**src/rtl/hex_entry_if.sv**
```systemverilog
// Switch/button inputs and entered-value outputs of the hex entry front end.
interface hex_entry_if;
  logic [15:0] sw;
  logic        btn_del;
  logic        btn_clr;
  logic [31:0] data;
  logic        digit_valid;
  logic [3:0]  digit;
  logic [3:0]  cnt;

  modport master (output sw, btn_del, btn_clr, input data, digit_valid, digit, cnt);
  modport slave  (input sw, btn_del, btn_clr, output data, digit_valid, digit, cnt);
endinterface

```
**src/rtl/hex_entry.sv**
```systemverilog
// Hex digit entry: sync + debounce 16 switches and two buttons, shift digits into a 32-bit value.
module hex_entry #(
  parameter int unsigned DB_CYCLES = 1_000_000
) (
  input  logic        clk,
  input  logic        rst,
  hex_entry_if.slave  bus
);
  localparam int W  = 18;
  localparam int CW = $clog2(DB_CYCLES + 1);
  typedef logic [CW-1:0] ctr_t;
  localparam ctr_t DB_MAX  = ctr_t'(DB_CYCLES);
  localparam ctr_t DB_LAST = ctr_t'(DB_CYCLES - 1);

  logic [W-1:0] raw, sync1, sync2, prev, db, chg;
  ctr_t         stable;
  logic         commit;

  assign raw    = {bus.btn_clr, bus.btn_del, bus.sw};
  assign commit = (stable == DB_LAST) && (sync2 != db);

  // Everything loads the live inputs in reset so the current level becomes the baseline.
  always_ff @(posedge clk) begin
    if (rst) begin
      sync1  <= raw;
      sync2  <= raw;
      prev   <= raw;
      db     <= raw;
      stable <= '0;
      chg    <= '0;
    end else begin
      sync1 <= raw;
      sync2 <= sync1;
      prev  <= sync2;
      if (sync2 != prev)
        stable <= '0;
      else if (stable != DB_MAX)
        stable <= stable + 1'b1;
      chg <= commit ? (db ^ sync2) : '0;
      if (commit)
        db <= sync2;
    end
  end

  // chg is one cycle old here, so db already holds the new level.
  logic [W-1:0] rise;
  logic         ev_clr, ev_del, ev_dig;
  logic [3:0]   top;

  assign rise   = chg & db;
  assign ev_clr = rise[17];
  assign ev_del = rise[16];
  assign ev_dig = |chg[15:0];

  always_comb begin
    top = '0;
    for (int i = 0; i < 16; i++)
      if (chg[i]) top = 4'(i);
  end

  logic [31:0] data;
  logic [3:0]  cnt, digit;
  logic        digit_valid;

  always_ff @(posedge clk) begin
    if (rst) begin
      data        <= '0;
      cnt         <= '0;
      digit       <= '0;
      digit_valid <= 1'b0;
    end else begin
      digit_valid <= 1'b0;
      if (ev_clr) begin
        data <= '0;
        cnt  <= '0;
      end else if (ev_del) begin
        data <= data >> 4;
        if (cnt != 4'd0) cnt <= cnt - 4'd1;
      end else if (ev_dig) begin
        data        <= {data[27:0], top};
        if (cnt != 4'd8) cnt <= cnt + 4'd1;
        digit       <= top;
        digit_valid <= 1'b1;
      end
    end
  end

  assign bus.data        = data;
  assign bus.cnt         = cnt;
  assign bus.digit       = digit;
  assign bus.digit_valid = digit_valid;
endmodule

```
**src/flat_wrapper.sv**
```systemverilog
// flat-port wrapper written by rule: the top's interface ports become plain ports
module hex_entry_flat 
#(
  parameter int unsigned DB_CYCLES = 1_000_000
)
  (clk, rst, bus_sw, bus_btn_del, bus_btn_clr, bus_data, bus_digit_valid, bus_digit, bus_cnt);
  hex_entry_if bus_i ();
  input  logic clk;
  input  logic rst;
  input wire logic [$bits(bus_i.sw)-1:0] bus_sw;
  input wire logic [$bits(bus_i.btn_del)-1:0] bus_btn_del;
  input wire logic [$bits(bus_i.btn_clr)-1:0] bus_btn_clr;
  output wire logic [$bits(bus_i.data)-1:0] bus_data;
  output wire logic [$bits(bus_i.digit_valid)-1:0] bus_digit_valid;
  output wire logic [$bits(bus_i.digit)-1:0] bus_digit;
  output wire logic [$bits(bus_i.cnt)-1:0] bus_cnt;
  assign bus_i.sw = bus_sw;
  assign bus_i.btn_del = bus_btn_del;
  assign bus_i.btn_clr = bus_btn_clr;
  assign bus_data = bus_i.data;
  assign bus_digit_valid = bus_i.digit_valid;
  assign bus_digit = bus_i.digit;
  assign bus_cnt = bus_i.cnt;
  hex_entry #(.DB_CYCLES(DB_CYCLES)) u_core (.clk(clk), .rst(rst), .bus(bus_i));
endmodule
```
**config.mk**
```make
export PLATFORM = sky130hd
export DESIGN_NAME = hex_entry_flat
export DESIGN_NICKNAME = d
export VERILOG_FILES = /design/src/rtl/hex_entry_if.sv /design/src/rtl/hex_entry.sv /design/src/flat_wrapper.sv
export SDC_FILE = /design/constraint.sdc
export NUM_CORES = 1
export LEC_CHECK = 0
export ABC_AREA = 1
export BUFFER_PORTS_ARGS = -buffer_cell sky130_fd_sc_hd__buf_2
export CELL_PAD_IN_SITES_DETAIL_PLACEMENT = 1
export CELL_PAD_IN_SITES_GLOBAL_PLACEMENT = 1
export CORE_MARGIN = 10
export CORE_UTILIZATION = 44
export DETAILED_ROUTE_END_ITERATION = 10
export PLACE_DENSITY_LB_ADDON = 0.1
export RECOVER_POWER = 25
export SLEW_MARGIN = 20
export SYNTH_ARGS = -nofsm -noshare
export SYNTH_HDL_FRONTEND = slang
export SYNTH_SLANG_ARGS = --single-unit
```
**constraint.sdc**
```tcl
create_clock -name clk -period 2.78 [get_ports clk]
set_input_delay 0.556 -clock clk [delete_from_list [all_inputs] [get_ports clk]]
set_output_delay 0.556 -clock clk [all_outputs]
set_load 0.01 [all_outputs]
```
==> impl_metrics.tcl <==
set metrics [dict create \
    status "finished, final reports clean" \
    final_area_sq_um 6840 \
    syn_avg_cell_area_sq_um 8.44 \
    critPathArrivalTime_ns 2.34 \
    ctsHoldBuffers 0 \
    numCtsBuffers 17 \
    drt_pass1_iterations 4 \
    ir_drop_mv 0.445 \
    grt_overflow 0 \
    synth.most_common_cell "nand2_1" \
    fin_setup_tns_ns 0 \
    hp-class "in2reg" \
    die_height_um 135 \
    ios 61 \
    synth_top_area_share_pct 45.7 \
    fin_hold_ws_ns 0.230 \
    ys_seq_area_share_pct 55.0 \
    crit_path_end_kind "flop" \
    initial_core_util_pct 45.6 \
    final_util_pct 53.6 \
    ys_ff_latch 151 \
    numPortBuffers 60 \
    ctsResizeCount 0 \
    antenna_found_initial 0 \
    n_antenna_cell 0 \
    vias_per_cell 5.00 \
    first_global_vias 5093 \
    syn-num-nets 715 \
    yosysTopAreaCell "dfxtp_1" \
    grt_pass1_wl_um 24800 \
    drtIter0Drc 235 \
    synth_cell_types 42 \
    drive_above_1_share_pct 14.2 \
    rows 41 \
    wire_per_inst_um 15.5 \
    grt_max_degree 32 \
    setup_viol_count_final 0 \
    synth_ff_type "dfxtp_1" \
    ant_nets 0 \
    crit_fanout 18 \
    setup_ws_ns 0.450 \
    synth_common_cells "nand2_1, dfxtp_1, inv_1" \
    synth_edf_count 18 \
    clkTransAtPathRegs_ns 0.07 \
    critPathKind "reg2reg" \
    drc 0 \
    vias 4705 \
    post_cts_buffers 0 \
    synth_cells 690 \
    nNetsFinal 781 \
    track_usage_pct 16.9 \
    root_buffer "clkbuf_16" \
    die-width_um 135 \
    insertion_delay_ns 0.44 \
    async_reset_ff_share_pct 0 \
    htreeDepth 4 \
    fin_crit_ns 2.33 \
    yosysWarnings 0 \
    drv_cap 0 \
    place_ws_ns 0.405 \
    maxSlewHeadroom_pct 37.9 \
    slew_viol_final 0 \
    clockBufferDepth 2 \
    detailedPlacementHpwl_um 10600 \
    netlist_area_sq_um 5820 \
    critPathRequiredTime_ns 2.79 \
    p_per_area_nw_per_um2 695 \
    die_area_sq_um 18200 \
    cts_num_sinks 151 \
    synth_area_leaders "dfxtp_1, nand2_1, edfxtp_1" \
    cts_tree "built" \
    drt-total-wl_um 14600 \
    core_area_sq_um 12800 \
    finClkSkew_ns 0.00945 \
    max_freq_mhz 429 \
    rsz0062_at_grt "no" \
    gp_congestion 0.798 \
    period_share_pct 83.8 \
    area_growth_pct 17.5 \
    placed_cell_area_sq_um 6290 \
    finalHoldViolations 0 \
    tightest_slew_ns 0.931 \
    cp-start-kind "flop" \
    leakage_uw 0.00286 \
]
metrics by stage:
| stage | total power, uW | std cells |
|---|---|---|
| after floorplan | 2510 | 690 |
| after global placement | 2570 | 909 |
| after detailed placement | 2580 | 909 |
| after CTS | 4810 | 941 |
| after global routing | 4940 | 941 |
| final | 4760 | 941 |
routing by layer:
| metal | routed length, um | track usage (%) |
|---|---|---|
| met3 | 674 | 5.30 |
| met5 | 0 | 0 |
| met4 | 239 | 6.40 |
| met2 | 6970 | 27.3 |
| met1 | 6720 | 20.6 |
kinds of logic after synthesis:
kind of cell,Yosys count,share of synthesized area (%)
XOR/XNOR,32,4.81
multiplexers,1,0.172
flip-flops,151,55.0
AO/OA/AOI/OAI,87,8.47
AND/OR/NAND/NOR,328,24.4
adder cells (fa/ha/maj),5,1.20
buffers and inverters,86,5.93
placed cells by master (no fill, tap or decap), types with 15 or more instances in the layout:
master / n
o21ai_0: 22
buf_2: 48
edfxtp_1: 18
a31oi_1: 27
inv_1: 61
nand2_1: 212
a21oi_1: 27
nor2_1: 56
clkbuf_16: 17
xor2_1: 17
nand3_1: 15
xnor2_1: 15
dfxtp_1: 133
final cells by class:
cell class | instances | area, sq um
fill | 1522 | 5930
sequential | 151 | 3200
multi-input combinational | 453 | 2270
clock buffer | 17 | 425
timing repair buffer | 66 | 327
inverter | 67 | 253
tap | 172 | 215
clock inverter | 15 | 144
sequential cells by signal, summed over array words and instances, names as in the netlist:
signal / flops
u_core.bus.data: 32
u_core.stable: 20
u_core.bus.cnt: 4
u_core.db: 18
u_core.sync1: 18
u_core.chg: 18
u_core.sync2: 18
u_core.prev: 18
u_core.bus.digit: 4
u_core.bus.digit_valid: 1
worst max-delay path: stages (launching register included):
cell and delay, ns:
edfxtp_1 0.39, xor2_1 0.17, inv_1 0.09, nand4_1 0.14, nor4_1 0.37, nand3_1 0.21
nand2_1 0.10, nand2_1 0.43
final timing paths:
kind	end	cells after the start	slack [ns]	from
setup / recovery	u_core.db[3]	7	0.45	u_core.db[2]
hold / removal	u_core.sync1[5]	1	0.23	bus_sw[5]
setup reg to reg	u_core.db[3]	7	0.45	u_core.db[2]
hold reg to reg	u_core.sync2[10]	2	0.42	u_core.sync1[10]
power by group:
part / internal (uW) / switching (uW)
Sequential: 2290 / 45.2
Clock: 1250 / 980
Combinational: 73.8 / 121
Note: power is estimated with default switching activity, not from simulation.
